### config.mk
export PLATFORM = sky130hd
export DESIGN_NAME = instr_fetch_unit
export DESIGN_NICKNAME = d
export VERILOG_FILES = /design/src/rtl/arm_pkg.sv /design/src/rtl/fetch_pc_reg.sv /design/src/rtl/instr_fetch_unit.sv
export SDC_FILE = /design/constraint.sdc
export NUM_CORES = 1
export LEC_CHECK = 0
export CAP_MARGIN = 20
export CORE_MARGIN = 2
export CORE_UTILIZATION = 40
export CTS_CLUSTER_SIZE = 28
export DETAILED_ROUTE_END_ITERATION = 6
export GPL_TIMING_DRIVEN = 1
export PLACE_DENSITY = 0.71
export SLEW_MARGIN = 20
export SYNTH_ARGS = -nofsm -noshare
export SYNTH_HDL_FRONTEND = slang
export SYNTH_SLANG_ARGS = --single-unit
export TNS_END_PERCENT = 100
### constraint.sdc
create_clock -name Clk -period 4.68 [get_ports Clk]
set_input_delay 0.468 -clock Clk [delete_from_list [all_inputs] [get_ports Clk]]
set_output_delay 0.468 -clock Clk [all_outputs]
set_load 0.01 [all_outputs]
### src/rtl/arm_pkg.sv
// Shared definitions for the instruction-fetch slice.
// Contents: fetch FSM state type, PC width, default NOP instruction word.
package arm_pkg;

    localparam int PC_W = 32;

    // MOV R0,R0: harmless filler presented to the datapath when no real word is held
    localparam logic [31:0] NOP_WORD = 32'hE1A00000;

    typedef enum logic [1:0] {
        IDLE  = 2'd0,
        FETCH = 2'd1,
        FULL  = 2'd2,
        ABORT = 2'd3
    } fetch_state_t;

endpackage

### src/rtl/fetch_pc_reg.sv
// Program counter register.
// Ports:
//   Clk    - system clock, rising edge
//   Clr    - asynchronous active-high reset, loads RESET_PC
//   load   - redirect: take target with the low two bits cleared (wins over inc)
//   target - redirect address
//   inc    - advance by PC_STEP (wraps modulo 2^32, no flag)
//   pc     - current program counter
module fetch_pc_reg
    import arm_pkg::*;
#(
    parameter logic [PC_W-1:0] RESET_PC = 32'h00000000,
    parameter int unsigned     PC_STEP  = 4
) (
    input  logic            Clk,
    input  logic            Clr,
    input  logic            load,
    input  logic [PC_W-1:0] target,
    input  logic            inc,
    output logic [PC_W-1:0] pc
);

    localparam logic [PC_W-1:0] STEP = PC_W'(PC_STEP);

    always_ff @(posedge Clk or posedge Clr) begin
        if (Clr) begin
            pc <= RESET_PC;
        end else if (load) begin
            pc <= {target[PC_W-1:2], 2'b00};
        end else if (inc) begin
            pc <= pc + STEP;
        end
    end

endmodule

### src/rtl/instr_fetch_unit.sv
// Instruction-fetch stage: owns the PC, runs the req/ack handshake with
// instruction memory and holds the fetched word for the datapath.
// Ports:
//   Clk, Clr      - clock (rising edge), async active-high reset
//   MemReq        - fetch request (high only in FETCH)
//   MemAddr       - fetch address, always the PC
//   MemAck        - memory word valid on MemData this cycle
//   MemData       - fetched word
//   Stall         - datapath cannot take the held word
//   BranchTaken   - redirect, highest priority in every state
//   BranchTarget  - redirect address (low two bits ignored)
//   Instruction   - instruction register
//   InstrValid    - Instruction holds an unconsumed fetched word
//   InstrPC       - address of Instruction, or faulting PC after abort
//   FetchAbort    - fetch timed out, sticky until redirect or reset
//
// state | meaning
// IDLE  | one quiet cycle after reset or redirect, MemReq low
// FETCH | request outstanding, counting unacked cycles
// FULL  | word held for the datapath, waiting for Stall=0
// ABORT | memory never answered, parked until redirect or reset
module instr_fetch_unit
    import arm_pkg::*;
#(
    parameter logic [PC_W-1:0] RESET_PC = 32'h00000000,
    parameter int unsigned     PC_STEP  = 4,
    parameter int unsigned     TIMEOUT  = 15,
    parameter logic [31:0]     NOP_WORD = arm_pkg::NOP_WORD
) (
    input  logic            Clk,
    input  logic            Clr,
    output logic            MemReq,
    output logic [PC_W-1:0] MemAddr,
    input  logic            MemAck,
    input  logic [31:0]     MemData,
    input  logic            Stall,
    input  logic            BranchTaken,
    input  logic [PC_W-1:0] BranchTarget,
    output logic [31:0]     Instruction,
    output logic            InstrValid,
    output logic [PC_W-1:0] InstrPC,
    output logic            FetchAbort
);

    // Counter holds the number of unacked FETCH cycles already elapsed, so the
    // cycle that would make it TIMEOUT is the one that aborts.
    localparam logic [7:0] CNT_LAST = 8'(TIMEOUT - 1);

    fetch_state_t    state_q;
    fetch_state_t    state_d;
    logic [7:0]      cnt_q;
    logic [PC_W-1:0] pc;
    logic            timeout_hit;
    logic            ack_taken;

    assign timeout_hit = (cnt_q == CNT_LAST);
    assign ack_taken   = (state_q == FETCH) && MemAck && !BranchTaken;

    fetch_pc_reg #(
        .RESET_PC (RESET_PC),
        .PC_STEP  (PC_STEP)
    ) u_pc (
        .Clk    (Clk),
        .Clr    (Clr),
        .load   (BranchTaken),
        .target (BranchTarget),
        .inc    (ack_taken),
        .pc     (pc)
    );

    always_ff @(posedge Clk or posedge Clr) begin
        if (Clr) begin
            state_q <= IDLE;
        end else begin
            state_q <= state_d;
        end
    end

    always_comb begin
        state_d = state_q;
        if (BranchTaken) begin
            state_d = IDLE;
        end else begin
            case (state_q)
                IDLE:    state_d = FETCH;
                FETCH: begin
                    if (MemAck) begin
                        state_d = FULL;
                    end else if (timeout_hit) begin
                        state_d = ABORT;
                    end
                end
                FULL: begin
                    if (!Stall) begin
                        state_d = FETCH;
                    end
                end
                ABORT:   state_d = ABORT;
                default: state_d = IDLE;
            endcase
        end
    end

    always_comb begin
        MemReq     = (state_q == FETCH);
        InstrValid = (state_q == FULL);
        FetchAbort = (state_q == ABORT);
    end

    assign MemAddr = pc;

    // Instruction register, InstrPC and wait counter. A redirect discards any
    // same-cycle MemAck, so it is tested first.
    always_ff @(posedge Clk or posedge Clr) begin
        if (Clr) begin
            Instruction <= NOP_WORD;
            InstrPC     <= RESET_PC;
            cnt_q       <= 8'd0;
        end else if (BranchTaken) begin
            Instruction <= NOP_WORD;
            cnt_q       <= 8'd0;
        end else if (state_q == FETCH) begin
            if (MemAck) begin
                Instruction <= MemData;
                InstrPC     <= pc;
                cnt_q       <= 8'd0;
            end else if (timeout_hit) begin
                InstrPC     <= pc;
            end else begin
                cnt_q       <= cnt_q + 8'd1;
            end
        end
    end

endmodule

Yosys cells after proc, flatten, opt, wreduce, memory -nomap -nowiden
Cells that the tools add are included.
{"block": "totals", "out_inout_bits": 99, "elab_cells": 43, "input_bits": 69, "regBits": 106}
{"block": "op_classes", "n_reduce_logical": 12, "n_addsub": 2, "n_mux": 16, "n_bitwise": 1, "n_eq_ne": 7}
{"operator": "two-way mux 32 bit", "count": 7}
{"operator": "adder 32 x 3 -> 32 bit, second input constant", "count": 1}
{"operator": "two-way mux 8 bit", "count": 4}
{"operator": "adder 8 x 1 -> 8 bit, second input constant", "count": 1}
{"operator": "== test 8 x 4 -> 1 bit, second input constant", "count": 1}
{"operator": "two-way mux 2 bit", "count": 4}
{"operator": "one-hot mux 2 bit (4 select lines)", "count": 1}
{"operator": "nonzero test 2 bit", "count": 4}
{"operator": "inequality test 3 bit, second input constant", "count": 2}
{"operator": "AND reduction 2 bit", "count": 3}
{"operator": "== test 2 bit, second input constant", "count": 2}
{"operator": "inequality test 4 x 1 -> 1 bit, second input constant", "count": 1}
{"operator": "AND reduction 3 bit", "count": 1}
{"operator": "== test 2 x 1 -> 1 bit, second input constant", "count": 1}
{"operator": "logical AND 1 bit", "count": 2}
{"operator": "logical NOT 2 bit", "count": 1}
{"operator": "logical NOT 1 bit", "count": 1}
{"operator": "NOT 1 bit", "count": 1}

Longest topological paths before layout
{"block": "depth", "ltp_word": 5, "depth_mapped": 7, "depth_no_buf": 6}

Hierarchy
From an unflattened synthesis, not the netlist that was laid out.
{"block": "unflattened", "hier_cells": 395, "hier_area_um2": 4873.4}
{"module": "instr_fetch_unit", "seq_area_each_um2": 1859.3, "cells_each": 198, "instances": 1, "area_per_inst_um2": 3085.5}
{"module": "fetch_pc_reg", "seq_area_each_um2": 750.7, "cells_each": 197, "instances": 1, "area_per_inst_um2": 1788.0}

Worst setup path after synthesis
OpenSTA, ideal clock, no wires.
{"block": "synth_path", "path_kind": "register to register", "startpoint": "register cnt_q[0]", "endpoint": "register InstrPC[10]", "t_required_ps": 4555, "arrival_ps": 2087, "path_slack_ps": 2468, "path_stages_with_launch": 8, "setup_ps": 125, "period_less_slack_ps": 2212, "n_path_buf": 1, "cell_sequence": "dfrtp_1 > inv_1 > ha_1 > or4b_2 > nor3_1 > o211a_1 > buf_2 > mux2_2"}
{"block": "synth_via", "elab_chain_len": 3}
{"element": "from (decl)", "line": "instr_fetch_unit.sv:51", "source": "logic [7:0] cnt_q;"}
{"element": "from (signal assigned)", "line": "instr_fetch_unit.sv:130", "source": "cnt_q <= cnt_q + 8'd1;"}
{"element": "== test 8 x 4 -> 1 bit", "line": "instr_fetch_unit.sv:56", "source": "assign timeout_hit = (cnt_q == CNT_LAST);"}
{"element": "nonzero test 2 bit (no line)"}
{"element": "AND reduction 3 bit (no line)"}
{"element": "to (signal assigned)", "line": "instr_fetch_unit.sv:125", "source": "InstrPC <= pc;"}
{"element": "to (signal assigned)", "line": "instr_fetch_unit.sv:128", "source": "InstrPC <= pc;"}
{"element": "to (decl)", "line": "instr_fetch_unit.sv:41", "source": "output logic [PC_W-1:0] InstrPC,"}
Every way passes these cells.
A chain may end at the register's enable or synchronous reset.

Worst setup path in the final report
{"block": "layout_path", "startpoint": "input MemAck", "endpoint": "register u_pc.pc[31]"}
{"block": "layout_via", "elab_chain_len": 3}
{"element": "from (decl)", "line": "instr_fetch_unit.sv:34", "source": "input logic MemAck,"}
{"element": "logical AND 1 bit (2 in series)", "line": "instr_fetch_unit.sv:57", "source": "assign ack_taken = (state_q == FETCH) && MemAck && !BranchTaken;"}
{"element": "nonzero test 2 bit (no line)"}
{"element": "to (signal assigned)", "line": "fetch_pc_reg.sv:29", "source": "pc <= {target[PC_W-1:2], 2'b00};"}
{"element": "to (signal assigned)", "line": "fetch_pc_reg.sv:31", "source": "pc <= pc + STEP;"}
{"element": "to (decl)", "line": "fetch_pc_reg.sv:20", "source": "output logic [PC_W-1:0] pc"}
Every way passes these cells.

==> results.cfg <==
[power]
power_density_nw_per_um2 = 368
leakagePower_uw = 0.00269
power_uw = 2490
irDropWorstVdd_uv = 236

[worst_setup_path]
crit_slowest_cell = or4_4
crit_arrival_ns = 3.09
crit_type = input port to flip-flop
cp_num_buf_inv = 1
startpoint_type = input port
critPathTopFamily = simple AND/OR/NAND/NOR gates
crit_required_ns = 4.94
cp-end-kind = flip-flop
path_cells = clkdlybuf4s50_1, nand3b_4, or4_4, or4_1, a31oi_1
crit_path_max_fanout = 43
cpPeakStageDelay_ns = 0.79

[placement]
post-place-ws_ns = 1.50
post_dp_cell_area_um2 = 6430
gp_congestion = 0.788
port_buffers = 161
hpwlAfterDp_mm = 8.48

[sta]
slew_headroom_pct = 37.5
postLayoutSetupSlackWorst_ns = 1.85
min_period_over_period_pct = 60.5
worst-slew-pin-transition_ns = 0.935
fin_crit_ns = 2.83
grt_setup_unrepaired = no
fin_setup_tns_ns = 0
fin_skew_ns = 0.00926
maxSlewViolCount = 0
hold_violations = 0
finalSetupViolations = 0
max_freq_mhz = 353

[worst_hold_path]
hold_class = flip-flop to flip-flop

[cts]
cts_hold_buffers = 0
cts_root_buf = clkbuf_16
cts_sinks = 102
cts_tree = yes
cts_resized = 0
cts_setup_buffers = 0
htree_levels = 3
clk_pin_slew_worst_paths_ns = 0.07
cts_buffers = 9
clkLatencyLatePin_ns = 0.34
clock_path_buffers = 2

[synthesis]
synth-seq-cells = 102
ys_seq_area_share_pct = 53.9
async_reset_ff_share_pct = 100
synth.cell_area_um2 = 4750
synth_ff_type = dfrtp_1
synth_cells = 476
synth_edf_count = 0
synthDistinctLibCells = 44
synth_area_per_cell_um2 = 9.97
ys_warn_count = 0

[floorplan]
coreArea_um2 = 11500
rows = 39
initial_core_util_pct = 41.2
die-area_um2 = 12800
die_w_um = 113
pin_count = 168
fp.dieH_um = 113

[routing]
drc_errors = 12
detail-route-antenna-nets = 0
wl_mm = 12.2
firstDrtPassIters = 6
vias = 4064
wl_per_cell_um = 15.8
drtIter0Drc = 192
vias_per_cell = 5.26

[run_status]
outcome = complete, but fails checks
violations = design-rule violations

[layout]
postLayoutCoreUtil_pct = 58.7
syn2layout_area_growth_pct = 42.5
stdcell_area_um2 = 6760
diodes = 0
fin_nets = 696
drive_gt1_share_pct = 9.86

[run]
max_cap_violations = 0

[global_route]
gr-total-overflow = 0
grt_util_all_layers_pct = 19.6
grt_first_pass_wirelength_mm = 20.3
antenna_found_initial = 0
grt_max_degree = 70
grt_pass1_vias = 4001
path summary, 6_finish.rpt:
kind | from | to | slack (ns) | cells after the start
max | MemAck | u_pc.pc[31]$_DFFE_PP0P_ | 1.85 | 5
min reg2reg | Instruction[21]$_DFFE_PP1P_ | Instruction[21]$_DFFE_PP1P_ | 0.49 | 2
min in group asynchronous | Clr | Instruction[20]$_DFFE_PP0P_ | 0.67 | 2
max reg2reg | cnt_q[0]$_DFFE_PP0P_ | InstrPC[16]$_DFFE_PP0P_ | 2.10 | 7
max in group asynchronous | Clr | u_pc.pc[8]$_DFFE_PP0P_ | 3.05 | 3
min | Instruction[21]$_DFFE_PP1P_ | Instruction[21]$_DFFE_PP1P_ | 0.49 | 2
layout by cell type (no fill, tap or decap), types with 3 or more instances in the layout:
cell type        synthesis  routed
dfrtp_1                 96      96
a31oi_1                 12      12
nor3_1                   3       3
a21oi_1                 35      35
conb_1                   1       4
dfstp_2                  6       6
clkdlybuf4s50_1          0     160
buf_4                    4       5
nor2b_1                  4       4
nand2_1                 93      93
or3_1                    9       9
nand4_1                  8       8
xor2_1                   5       5
ha_1                     3       3
inv_1                   10       9
nand3_1                 23      23
o21ai_0                 17      17
o31ai_1                 13      13
or4_1                   16      16
xnor2_1                  8       8
clkbuf_16                0       9
nor4_1                   9       9
mux2_2                  30      30
nor2_1                  20      20
sequential cells by signal, summed over array words and instances, names as in the netlist:
name         count
InstrPC         30
Instruction     32
cnt_q            8
u_pc.pc         30
state_q          2
worst min-delay path: cells and delay by family, from the launching register on:
family           cells  cell delay (ns)
flip-flops           1             0.37
AND/OR/NAND/NOR      2             0.11
cells by family (layout without fill, tap and decap cells):
| family | Yosys count | in the layout | share of synthesized area, % |
|---|---|---|---|
| flip-flops | 102 | 102 | 53.9 |
| multiplexers | 31 | 31 | 7.33 |
| AND/OR/NAND/NOR | 196 | 196 | 20.5 |
| other | 1 | 4 | 0.0790 |
| XOR/XNOR | 13 | 13 | 2.40 |
| buffers and inverters | 43 | 193 | 4.01 |
| AO/OA/AOI/OAI | 87 | 87 | 11.0 |
| adder cells (fa/ha/maj) | 3 | 3 | 0.791 |
power breakdown:
part	switching, uW	internal (uW)
registers	93.7	1000
logic	232	347
clock network	318	499
total	643	1850
synth_stat cells (2+ instances only):
library cell	number	area, um^2
a21oi_1	35	175
a311o_1	2	20.0
a31oi_1	12	75.1
and4_1	2	17.5
buf_1	3	11.3
buf_2	5	25.0
buf_4	4	30.0
clkbuf_1	19	71.3
dfrtp_1	96	2400
dfstp_2	6	158
ha_1	3	37.5
inv_1	10	37.5
mux2_2	30	338
nand2_1	93	349
nand3_1	23	115
nand4_1	8	50.1
nor2_1	20	75.1
nor2b_1	4	25.0
nor3_1	3	15.0
nor4_1	9	56.3
o2111ai_1	2	17.5
o211ai_1	2	15.0
o21ai_0	17	85.1
o31ai_1	13	97.6
or3_1	9	56.3
or4_1	16	120
or4_4	2	22.5
xnor2_1	8	70.1
xor2_1	5	43.8
routing by layer:
layer | track usage [%] | wire (um)
met4 | 4.88 | 160
met3 | 4.55 | 727
met1 | 27.4 | 5640
met5 | 0 | 0
met2 | 31.3 | 5660
stage by stage:
step | hold slack (ns) | instances
3_3_place_gp | 0.471 | 756
5_1_grt | 0.502 | 772
3_5_place_dp | 0.485 | 756
4_1_cts | 0.491 | 772
6_report | 0.486 | 772
2_1_floorplan | 0.489 | 479
final cells by class:
type	instances	area [um^2]
Clock inverter	3	67.6
Fill cell	1024	4750
Multi-Input combinational cell	334	2010
Sequential cell	102	2560
Clock buffer	13	260
Timing Repair Buffer	166	1640
Inverter	11	43.8
Tap cell	143	179
(Power assumes the default switching activity.)
